===== config.mk =====
export PLATFORM = sky130hd
export DESIGN_NAME = effect_noise_gate
export DESIGN_NICKNAME = d
export VERILOG_FILES = /design/src/rtl/effect_noise_gate.sv
export SDC_FILE = /design/constraint.sdc
export NUM_CORES = 1
export LEC_CHECK = 0
export ABC_AREA = 1
export ABC_CLOCK_PERIOD_IN_PS = 4950
export BUFFER_PORTS_ARGS = -buffer_cell sky130_fd_sc_hd__buf_2
export CAP_MARGIN = 20
export CORE_ASPECT_RATIO = 1.4
export CORE_MARGIN = 2
export CORE_UTILIZATION = 50
export DETAILED_ROUTE_END_ITERATION = 16
export PLACE_DENSITY = 0.69
export SYNTH_ARGS = -nofsm -noshare
export SYNTH_HDL_FRONTEND = slang
export SYNTH_SLANG_ARGS = --single-unit

===== constraint.sdc =====
create_clock -name i_clk -period 4.95 [get_ports i_clk]
set_clock_uncertainty 0.05 [all_clocks]
set_input_delay 0.99 -clock i_clk [delete_from_list [all_inputs] [get_ports i_clk]]
set_output_delay 0.99 -clock i_clk [all_outputs]
set_load 0.02 [all_outputs]

===== src/rtl/effect_noise_gate.sv =====
// effect_noise_gate: peak-envelope noise gate with hysteresis and attack/hold/release gain ramp.
// Define NOISE_GATE_STATUS_EN to expose o_gate_open and o_env status outputs.
module effect_noise_gate #(
    parameter int HOLD_SAMPLES = 2400,
    parameter int ATTACK_STEP  = 32,
    parameter int RELEASE_STEP = 1,
    parameter int DECAY_SHIFT  = 6
) (
    input  logic               i_clk,
    input  logic               i_rst_n,
    input  logic               i_valid,
    input  logic               i_enable,
    input  logic [2:0]         i_level,
    input  logic signed [15:0] i_data,
    output logic signed [15:0] o_data,
    output logic               o_valid
`ifdef NOISE_GATE_STATUS_EN
    ,
    output logic               o_gate_open,
    output logic [14:0]        o_env
`endif
);
    typedef enum logic [2:0] {CLOSED, ATTACK, OPEN, HOLD, RELEASE} state_t;
    state_t             state, state_n;
    logic [14:0]        env, env_n, mag, t_open, t_close;
    logic [15:0]        neg, hold_cnt, hold_n;
    logic [8:0]         gain, gain_n;
    logic [9:0]         gain_up;
    logic signed [24:0] prod;

    // negating -32768 wraps back to 0x8000, so that case saturates to full scale
    assign neg     = -i_data;
    assign mag     = i_data[15] ? (neg[15] ? 15'h7fff : neg[14:0]) : i_data[14:0];
    assign env_n   = (mag > env) ? mag : env - (env >> DECAY_SHIFT);
    assign t_open  = (i_level == 3'd7) ? 15'd4096 : (i_level == 3'd6) ? 15'd3072 : 15'd64 << i_level;
    assign t_close = t_open - (t_open >> 2);
    assign gain_up = {1'b0, gain} + 10'(ATTACK_STEP);
    assign prod    = $signed({{9{i_data[15]}}, i_data}) * $signed({16'd0, gain});

    always_comb begin
        state_n = state;
        gain_n  = gain;
        hold_n  = hold_cnt;
        case (state)
            CLOSED: state_n = (env_n >= t_open) ? ATTACK : CLOSED;
            ATTACK: begin
                gain_n  = (gain_up >= 10'd256) ? 9'd256 : gain_up[8:0];
                state_n = (gain_n == 9'd256) ? OPEN : (env_n < t_close) ? RELEASE : ATTACK;
            end
            OPEN: begin
                state_n = (env_n < t_close) ? HOLD : OPEN;
                hold_n  = (env_n < t_close) ? 16'(HOLD_SAMPLES - 1) : hold_cnt;
            end
            HOLD: begin
                state_n = (env_n >= t_open) ? OPEN : (hold_cnt == 16'd0) ? RELEASE : HOLD;
                hold_n  = (env_n < t_open && hold_cnt != 16'd0) ? hold_cnt - 16'd1 : hold_cnt;
            end
            RELEASE: begin
                gain_n  = (gain > 9'(RELEASE_STEP)) ? gain - 9'(RELEASE_STEP) : 9'd0;
                state_n = (env_n >= t_open) ? ATTACK : (gain_n == 9'd0) ? CLOSED : RELEASE;
            end
            default: state_n = CLOSED;
        endcase
    end

    always_ff @(posedge i_clk or negedge i_rst_n) begin
        if (!i_rst_n) begin
            state    <= CLOSED;
            gain     <= 9'd0;
            env      <= 15'd0;
            hold_cnt <= 16'd0;
            o_data   <= 16'sd0;
            o_valid  <= 1'b0;
        end else begin
            o_valid <= i_valid;
            if (i_valid) begin
                state    <= state_n;
                gain     <= gain_n;
                env      <= env_n;
                hold_cnt <= hold_n;
                o_data   <= i_enable ? prod[23:8] : i_data;
            end
        end
    end

`ifdef NOISE_GATE_STATUS_EN
    assign o_env = env;

    always_ff @(posedge i_clk or negedge i_rst_n) begin
        if (!i_rst_n)
            o_gate_open <= 1'b0;
        else if (i_valid)
            o_gate_open <= (state_n == OPEN) || (state_n == HOLD);
    end
`endif
endmodule


Yosys cells after proc, flatten, opt, wreduce, memory -nomap -nowiden
Index checks and enable logic that the tools add are counted.
{"block": "totals", "regBits": 60, "latchBits": 0, "mem_bits_rw": 0, "rom_bits": 0, "inputBits": 23, "out_inout_bits": 17, "word_cells": 59, "n_memories": 0}
{"block": "op_classes", "add_sub_neg": 6, "multipliers": 1, "div": 0, "n_lt_le_gt_ge": 6, "n_eq_ne": 9, "n_shift": 1, "muxes": 21, "bitwise_logic": 0, "n_reduce_logical": 9}
{"op": "$mux 15", "count": 5}
{"op": "$mux 16", "count": 3}
{"op": "$pmux 16 s2", "count": 1}
{"op": "$lt 15x15->1", "count": 2}
{"op": "$mul 16x10->24", "count": 1}
{"op": "$mux 3", "count": 6}
{"op": "$mux 9", "count": 2}
{"op": "$pmux 9 s2", "count": 1}
{"op": "$logic_not 16->1", "count": 1}
{"op": "$neg 16->16", "count": 1}
{"op": "$reduce_bool 16->1", "count": 1}
{"op": "$sub 16x1->16 const B", "count": 1}
{"op": "$ge 15x15->1", "count": 1}
{"op": "$gt 15x15->1", "count": 1}
{"op": "$pmux 3 s5", "count": 1}
{"op": "$shl 7x3->15 const A", "count": 1}
{"op": "$sub 15x13->15", "count": 1}
{"op": "$sub 15x9->15", "count": 1}
{"op": "$add 9x6->10 const B", "count": 1}
{"op": "$ge 10x9->1 const B", "count": 1}
{"op": "$eq 3x3->1 const B", "count": 3}
{"op": "$eq 9x9->1 const B", "count": 1}
{"op": "$gt 9x1->1 const B", "count": 1}
{"op": "$logic_not 9->1", "count": 1}
{"op": "other kinds (10)", "count": 14}

Depth between registers and ports, before layout
Gate-level depths: netlist of the first run.
{"block": "logic_depth", "ltp_word": 9, "mapped_depth": 37, "depth_no_buf": 35}

Least setup slack after synthesis of the first run
OpenSTA, ideal clock, no wires.
{"block": "synth_timing", "kind": "input -> register", "from": "in i_data[15]", "to": "reg o_data[15]", "arrival_time_ns": 5.856, "path_slack_ns": -1.079, "path_stages": 20, "n_path_buf": 3, "path_cell_list": "buf_2 buf_2 buf_1 nand2_1 inv_1 fa_1 fa_1 inv_1 fa_1 inv_1 fa_1 fa_1 ha_1 a21oi_1 o21ai_0 a211oi_1 o221ai_1 xor2_1 o21ai_0 nand2_1"}
{"block": "synth_between", "elab_chain_len": 2}
{"item": "from (decl)", "line": "14", "text": "input logic signed [15:0] i_data,"}
{"item": "$mul 16x10->24", "line": "38", "text": "assign prod = $signed({{9{i_data[15]}}, i_data}) * $signed({16'd0, gain});"}
{"item": "$mux 16 (*)", "line": "81", "text": "o_data <= i_enable ? prod[23:8] : i_data;"}
{"item": "to (signal assigned)", "line": "81"}
{"item": "to (decl)", "line": "15", "text": "output logic signed [15:0] o_data,"}
Every way passes the cells marked *; elsewhere a longest branch is shown, timed or not.
A chain may end at the register's enable or synchronous reset.

Final worst setup path of the first run
{"block": "layout_timing", "from": "in i_data[7]", "to": "reg o_data[13]"}
{"block": "layout_between", "elab_chain_len": 2}
{"item": "$mul 16x10->24", "line": "38"}
{"item": "$mux 16", "line": "81"}
Every way passes these cells.

==> metrics.txt, run 1 <==
Syn Area/Cell=6.92 µm²; port bufs=39; grt total ovfl=0; first-pass GRT wire length=56,000 µm; critical path arrival=5410 ps; TritonCTS Buffers=9; Required @ worst endpoint=5120 ps; Final period util=106%; Yosys cell types=58; DR vias=11,200; RSZ-0062 raised after global routing=true; Final setup viols=15; warnings from Yosys=0; cts hold-fix bufs=0; Clock Tree Buf Depth=2; P&R area growth vs syn=36.8%; asr flop ratio synth=100%; cells after synthesis=1,589; Tightest Pin Transition=855 ps; Clk Latency, worst-skew pair=350 ps; cell area after synthesis=11,000 µm²; Synth Register Bits=60; Layout Utilization=69.3%; hold path depth=2; Max-slew headroom=43.0%; area leader, netlist=fa_1; FMAX=0.191 GHz; # nets final=2,043; vias in the first global route=11,500; Final Wtd Congestion=1.01; HPWL after DPL=27,000 µm; Yosys top cell area share=20.9%; clock period minus worst slack=5240 ps; number of diodes=0; Vias/cell=5.29; most common cell in the netlist=nand2_1; crit path setup slack, layout=-286 ps; DR iter-0 viols=747; Worst setup EP type=flip-flop; outcome=finished, violations left; max-cap viol count=0; crit path kind=input pin to flip-flop; FF-to-FF path depth=22; final hold violation count=0; Final Max Tran Viols=0; largest net degree at the start of global routing=61; drt total wl=35,600 µm; min-delay worst type=flip-flop to flip-flop; worst reg2reg startpoint=gain[1]; share of cells above drive strength 1=31.6%; H-tree Lvls=3; Post-synth EDFFs=0; IO Pins=40; failing checks=negative setup slack; Hold EP=o_data[0]; DIE AREA=23,200 µm²; Reg2Reg Setup Slack=-180 ps; All-Layer GR Usage=30.6%; drt drc=0; Commonest cells post-synth=nand2_1, inv_1, fa_1; sequential area share after synthesis=13.7%; CTS sink cnt=60; # rows=64; Synth area leaders=fa_1, nand2_1, dfrtp_1; Setup WS pre-CTS=-954 ps; FILL cells=1,649; wire length per cell=16.9 µm; initial antenna violation count=0; Initial Util=50.7%; reg2reg end=o_data[13]; Worst setup SP type=input pin; core area=21,700 µm²; CTS tree=built; Post-synth top flop=dfrtp_1; Die Wd=129 µm; DR pass1 iterations=5; DRT antenna net count=0; Min-Delay Startpoint=o_data[0]; Root Buffer=clkbuf_16; Clock Pin Slew Worst Setup and Hold Paths=60 ps; critical-path maximum fanout=7; Die Span Y=179 µm
==> state kept, by name, indices dropped and copies added (netlist names) <==
name,count
o_valid,1
gain,9
hold_cnt,16
state,3
o_data,16
env,15
==> area by class of cell <==
cell class                      count  area (µm²)  area share, %
Clock buffer                       12         267           1.77
Timing Repair Buffer              258        2320           15.4
Clock inverter                      3        45.0          0.300
Inverter                          352        1350           8.99
Multi-Input combinational cell   1126        9180           61.1
Sequential cell                    60        1500           9.98
Tap cell                          297         372           2.47
==> per-stage QoR <==
step / area [µm²] / hold slack (ps) / cells / TNS, ps
finish: 15000 / 427 / 2108 / -2050
floorplan: 11500 / 425 / 1590 / -2520
detailed placement: 13200 / 414 / 2052 / -18850
CTS: 14200 / 429 / 2086 / -1900
global route: 15000 / 453 / 2108 / -7850
global placement: 13200 / 410 / 2052 / -15820
==> routing by layer <==
metal  wire length, µm  track usage, %
met3              1630            3.84
met5                 0               0
met1             12900            34.1
met2             18600            54.8
met4              2510            18.0
==> worst max-delay path: stages <==
cell	delay [ps]
buf_12	100
nand2_1	80
fa_1	550
inv_1	50
fa_1	510
inv_1	60
fa_1	470
inv_1	50
fa_1	480
fa_1	560
ha_4	230
a21o_1	230
a21boi_2	160
o21ai_1	100
nand2_2	110
o2111ai_4	140
a21oi_2	210
o21ai_2	110
o211ai_1	130
nand2_1	80
==> what timing repair did <==
action,4_1_cts,5_1_grt
setup buffers,19,21
setup endpoints to repair,33,35
pin swaps,111,140
gates resized for setup,154,177
gates cloned,0,2
==> worst max-delay path by stage <==
| stage | start | end | depth (start not counted) |
|---|---|---|---|
| 6_report | i_data[7] | o_data[13] | 20 |
| 3_3_place_gp | i_data[15] | o_data[13] | 19 |
| 2_1_floorplan | i_data[15] | o_data[15] | 20 |
| 3_5_place_dp | i_data[15] | o_data[13] | 19 |
| 4_1_cts | i_data[15] | o_data[13] | 21 |
| 5_1_grt | i_data[7] | o_data[13] | 20 |
==> cell usage in the layout, fill, tap and decap left out, types with 42 or more instances in the layout <==
| master | count |
|---|---|
| fa_1 | 101 |
| nor2_1 | 86 |
| nand2_1 | 358 |
| dfrtp_1 | 60 |
| inv_2 | 42 |
| o21ai_0 | 45 |
| nand3_1 | 60 |
| ha_1 | 68 |
| inv_1 | 299 |
| buf_4 | 174 |
| nand2_2 | 60 |
==> kinds of logic (layout without fill, tap and decap cells) <==
logic type               count (synthesis)  in the layout  share of synthesized area, %
flip-flops                              60             60                          13.7
AO/OA/AOI/OAI                          170            170                          8.68
buffers and inverters                  405            625                          14.2
adder cells (fa/ha/maj)                213            213                          32.1
other                                    1              2                        0.0341
XOR/XNOR                                41             41                          3.27
AND/OR/NAND/NOR                        699            700                          28.0
Power of run 1 is left out: the tool's default activity adds up to more than one toggle a clock period on the data nets, which glitch-free logic cannot reach.
==> run 2: changes to the inputs <==
--- a/config.mk
+++ b/config.mk
@@ -6,14 +6,13 @@
 export NUM_CORES = 1
 export LEC_CHECK = 0
 export ABC_AREA = 1
-export ABC_CLOCK_PERIOD_IN_PS = 4950
 export BUFFER_PORTS_ARGS = -buffer_cell sky130_fd_sc_hd__buf_2
 export CAP_MARGIN = 20
 export CORE_ASPECT_RATIO = 1.4
 export CORE_MARGIN = 2
-export CORE_UTILIZATION = 50
+export CORE_UTILIZATION = 47
 export DETAILED_ROUTE_END_ITERATION = 16
-export PLACE_DENSITY = 0.69
+export PLACE_DENSITY = 0.66
 export SYNTH_ARGS = -nofsm -noshare
 export SYNTH_HDL_FRONTEND = slang
 export SYNTH_SLANG_ARGS = --single-unit
==> metrics.txt, run 2 (synthesis gave the netlist of run 1 again) <==
DR vias=11,100 (-0.80%); Hold EP=o_data[13]; port bufs=39 (unchanged); Layout Cells excl Fill=2,121 (+0.62%); IO Pins=40 (unchanged); Die Wd=133 µm (+3.0%); register area=1500 µm² (unchanged); H-tree Lvls=3 (unchanged); All-Layer GR Usage=29.4% (-1.3 points); vias in the first global route=11,400 (-0.26%); initial antenna violation count=1 (+1); Vias/cell=5.22 (-1.4%); cts hold-fix bufs=0 (unchanged); FILL cells=1,941 (+18%); # nets final=2,046 (+0.15%); Max-slew headroom=43.7% (+0.74 points); number of diodes=0 (unchanged); max-cap viol count=0 (unchanged); wire length per cell=16.7 µm (-1.4%); Clock Pin Slew Worst Setup and Hold Paths=60 ps (about the same); Min-Delay Startpoint=o_data[13]; drt total wl=35,400 µm (-0.75%); hold path depth=2 (unchanged); crit path kind=input pin to flip-flop; Setup WS pre-CTS=-774 ps (+180 ps); Top Registers=hold_cnt: 16 flops, o_data: 16 flops, env: 15 flops; DRT antenna net count=0 (unchanged); cell count after placement=2,062 (+0.49%); # rows=66 (+3.1%); RSZ-0062 raised after global routing=true; commonest cells after routing, fill and taps aside=nand2_1, inv_1, buf_4; drt drc=0 (unchanged); CTS sink cnt=60 (unchanged); CTS tree=built; first-pass GRT wire length=56,400 µm (+0.80%); Worst setup SP type=input pin; Required @ worst endpoint=5180 ps (+60 ps); Initial Util=47.5% (-3.1 points); clock period minus worst slack=5220 ps (-10.9 ps); HPWL after DPL=27,600 µm (+2.0%); crit path setup slack, layout=-275 ps (+10.9 ps); Tightest Pin Transition=844 ps (-11.1 ps); share of cells above drive strength 1=32.0% (+0.43 points); outcome=finished, violations left; failing checks=negative setup slack; Final setup viols=14 (-1); FMAX=0.191 GHz (+0.21%); Reg2Reg Setup Slack=-100 ps (+80 ps); Die Span Y=185 µm (+3.1%); largest net degree at the start of global routing=61 (unchanged); P&R area growth vs syn=36.3%; worst reg2reg startpoint=gain[4]; grt total ovfl=0 (unchanged); DIE AREA=24,600 µm² (+6.2%); commonest non-fill, non-tap cell in the layout=nand2_1; min-delay worst type=flip-flop to flip-flop; FF-to-FF path depth=20 (-9.1%); reg2reg end=o_data[13]; Root Buffer=clkbuf_16; Final Max Tran Viols=0 (unchanged); Final Wtd Congestion=0.962 (-5.0%); Clk Latency, worst-skew pair=340 ps (about the same); Clock Tree Buf Depth=2 (unchanged); Worst setup EP type=flip-flop; Final period util=106% (-0.22 points); core area=23,100 µm² (+6.5%); footprint of the multi-input gates=9110 µm² (-0.79%); TritonCTS Buffers=9 (unchanged); critical-path maximum fanout=7 (unchanged); DR pass1 iterations=5 (unchanged); critical path arrival=5450 ps (+40 ps); DR iter-0 viols=546 (-27%); final hold violation count=0 (unchanged)
-- run 2: cell count changes in the layout (fill, tap and decap cells not counted), moves of 3 or more --
cell / delta
nand2_2: +9
buf_6: +4
nand2_1: -5
nand2_8: -4
clkinv_2: +3
ha_1: +3
inv_2: +3
-- run 2: what timing repair did --
item                                    CTS  global route
cloned                                    2             0
setup buffers                            30            12
gates resized for setup                 179           154
pin swaps                               128           105
endpoints found under the setup margin   34            34
hold endpoints to repair                  0             0
-- run 2: cell type report --
| class | count | area share, % |
|---|---|---|
| repair buffers | 261 | 15.8 |
| inverters | 352 | 8.95 |
| clock inverters | 6 | 0.259 |
| flip-flops and latches | 60 | 10.0 |
| multi-input cells | 1126 | 60.8 |
| clock buffers | 10 | 1.60 |
| well taps | 306 | 2.56 |
-- run 2: through the flow --
| step | cell area (µm²) | setup TNS, ps | util (%) | hold slack (ps) |
|---|---|---|---|---|
| 6_report | 15000 | -1900 | 64.8 | 439 |
| 5_1_grt | 15000 | -6650 | 64.8 | 472 |
| 4_1_cts | 14300 | -1320 | 62.0 | 434 |
| 3_5_place_dp | 13200 | -18230 | 56.9 | 428 |
| 3_3_place_gp | 13200 | -16440 | 56.9 | 415 |
| 2_1_floorplan | 11500 | -2520 | - | 425 |
-- run 2: critical path: stages --
cell and delay, ps:
buf_12 120, nand2_4 50, inv_2 40, fa_1 490
fa_1 510, inv_2 40, fa_1 560, inv_2 50
fa_1 570, fa_1 480, ha_4 320, nand2_4 60
buf_6 120, nor4_4 270, nand3_1 150, o2111ai_2 130
a21oi_1 100, o21ai_1 160, o211ai_1 140, nand2_1 110
-- run 2: layer usage --
metal / up-vias / wire length (µm) / GRT usage (%)
met5: - / 0 / 0
met4: 0 / 2650 / 20.7
met3: 134 / 1560 / 2.65
met2: 356 / 18300 / 54.5
met1: 5271 / 12800 / 31.1
li1: 5309 / - / -
-- run 2: how the worst max path moves through the flow --
stage                     depth (start not counted)        from  slack (ps)    endpoint
after global placement                           20   i_data[9]        -770  o_data[13]
after global routing                             24   i_data[9]        -430  o_data[12]
after detailed placement                         20  i_data[11]        -770  o_data[13]
after CTS                                        20  i_data[10]        -180  o_data[13]
final                                            20   i_data[9]        -270  o_data[13]
after floorplan                                  20  i_data[15]        -450  o_data[15]
Power of run 2 is left out for the same reason.
==> run 3: changes to the inputs <==
--- a/config.mk
+++ b/config.mk
@@ -12,7 +12,9 @@
 export CORE_MARGIN = 2
 export CORE_UTILIZATION = 47
 export DETAILED_ROUTE_END_ITERATION = 16
+export MAX_ROUTING_LAYER = met4
 export PLACE_DENSITY = 0.66
 export SYNTH_ARGS = -nofsm -noshare
 export SYNTH_HDL_FRONTEND = slang
 export SYNTH_SLANG_ARGS = --single-unit
+export TNS_END_PERCENT = 5
==> metrics.txt, run 3 (synthesis gave the netlist of run 1 again) <==
TritonCTS Buffers=9 (unchanged); vias in the first global route=10,900 (-5.1%); Required @ worst endpoint=5180 ps (about the same); Initial Util=47.5% (unchanged); failing checks=negative setup slack; critical path arrival=5490 ps (+40 ps); Crit path largest cell delay=560 ps (about the same); DR pass1 iterations=7 (+2); register area=1500 µm² (unchanged); port bufs=39 (unchanged); critical-path maximum fanout=6 (-1); min-delay worst type=flip-flop to flip-flop; final hold violation count=0 (unchanged); commonest non-fill, non-tap cell in the layout=nand2_1; DRT antenna net count=0 (unchanged); Die Wd=133 µm (unchanged); number of diodes=0 (unchanged); Clk Latency, worst-skew pair=350 ps (about the same); crit-path cells=buf_12 > buf_6 > nand2_4 > fa_1 > inv_2 > fa_1 > inv_1 > fa_1 > inv_1 > fa_1 > fa_1 > ha_4 > nand2_4 > buf_6 > nor4_4 > nand3_2 > o2111ai_4 > a21oi_2 > o21ai_1 > o211ai_1 > nand2_1; Worst setup EP type=flip-flop; Die Span Y=185 µm (unchanged); slowest library cell on the worst path=fa_1; cts hold-fix bufs=0 (unchanged); Clock Tree Buf Depth=2 (unchanged); core area=23,100 µm² (unchanged); FMAX=0.190 GHz (-0.62%); All-Layer GR Usage=28.9% (-0.49 points); Final period util=106% (+0.65 points); HPWL after DPL=27,500 µm (-0.28%); clock period minus worst slack=5260 ps (+32.4 ps); crit path setup slack, layout=-307 ps (-32.4 ps); DIE AREA=24,600 µm² (unchanged); P&R area growth vs syn=27.1%; grt total ovfl=0 (unchanged); top cell family by delay on the critical path=adder cells; Buf/Inv on CP=6 (+1); Reg2Reg Setup Slack=-100 ps (about the same); wire length per cell=15.9 µm (-4.8%); first-pass GRT wire length=53,900 µm (-4.5%); Max-slew headroom=49.0% (+5.2 points); Final Max Tran Viols=0 (unchanged); WHS=423 ps (-16.1 ps); # nets final=2,018 (-1.4%); Vias/cell=5.06 (-3.1%); # rows=66 (unchanged); max-cap viol count=0 (unchanged); Final setup viols=15 (+1); Top Registers=hold_cnt: 16 flops, o_data: 16 flops, env: 15 flops; commonest cells after routing, fill and taps aside=nand2_1, inv_1, buf_4; outcome=finished, violations left; most frequent CP cell=fa_1; initial antenna violation count=0 (-1); CTS sink cnt=60 (unchanged); Clock Pin Slew Worst Setup and Hold Paths=60 ps (about the same); CTS tree=built; drt total wl=33,200 µm (-6.1%); Final Wtd Congestion=1.01 (+5.0%); RSZ-0062 raised after global routing=true; H-tree Lvls=3 (unchanged); Worst setup SP type=input pin; drt drc=0 (unchanged); footprint of the multi-input gates=8540 µm² (-6.3%); Tightest Pin Transition=766 ps (-78.2 ps); DR iter-0 viols=526 (-3.7%); share of cells above drive strength 1=24.0% (-8.1 points); DR vias=10,600 (-4.3%); IO Pins=40 (unchanged); FILL cells=2,170 (+12%); Root Buffer=clkbuf_16; largest net degree at the start of global routing=54 (-11%); crit path kind=input pin to flip-flop
-- run 3: cell count changes in the layout (fill, tap and decap cells not counted), sizes merged --
cell,change
nand2,-1
bufinv,+1
clkinvlp,-2
clkinv,+2
buf,-27
clkbuf,-1
-- run 3: worst register-to-register path: stages (launching register included) --
cell       delay [ps]
dfrtp_1           390
buf_12            160
nand2_1            80
inv_1              50
fa_1              490
fa_1              500
inv_1              60
fa_1              530
inv_1              50
fa_1              470
fa_1              560
ha_4              350
nand2_4            70
buf_6             120
nor4_4            350
nand3_2           180
o2111ai_4         110
a21oi_2            80
o21ai_1           110
o211ai_1          130
nand2_1           100
-- run 3: layout make-up --
class	count	share of cell area [%]
clock buffer	9	1.61
tap	306	2.74
clock inverter	7	0.537
sequential	60	10.7
inverter	352	9.54
timing repair buffer	234	13.7
multi-input combinational	1125	61.1
-- run 3: repair_timing --
action	in CTS	in global routing
pin swaps	56	47
endpoints found under the hold margin	0	0
setup endpoints to repair	16	35
gates cloned	0	0
gates resized for setup	107	61
buffers inserted	6	1
-- run 3: metrics by stage --
stage / area, µm² / utilization [%] / std cells / TNS, ps / setup WS, ps
final: 14000 / 60.4 / 2093 / -2310 / -307
after global routing: 14000 / 60.4 / 2093 / -7660 / -469
after CTS: 13800 / 59.5 / 2092 / -2040 / -218
after detailed placement: 13000 / 56.2 / 2070 / -19010 / -1040
after global placement: 13000 / 56.2 / 2070 / -18140 / -1030
after floorplan: 11200 / - / 1590 / -5040 / -452
-- run 3: metal layers --
metal	wire length (µm)	GRT usage, %
met1	12800	31.0
met2	17700	53.4
met3	921	1.89
met4	1830	14.9
met5	0	-
-- run 3: final timing paths --
path / endpoint / from / cells after the start
setup / recovery: o_data[13] / i_data[12] / 21
hold / removal: o_data[2] / o_data[2] / 2
setup reg to reg: o_data[13] / gain[6] / 20
hold reg to reg: o_data[2] / o_data[2] / 2
max in group asynchronous: hold_cnt[10] / i_rst_n / 2
min in group asynchronous: env[5] / i_rst_n / 1
Power of run 3 is left out for the same reason.
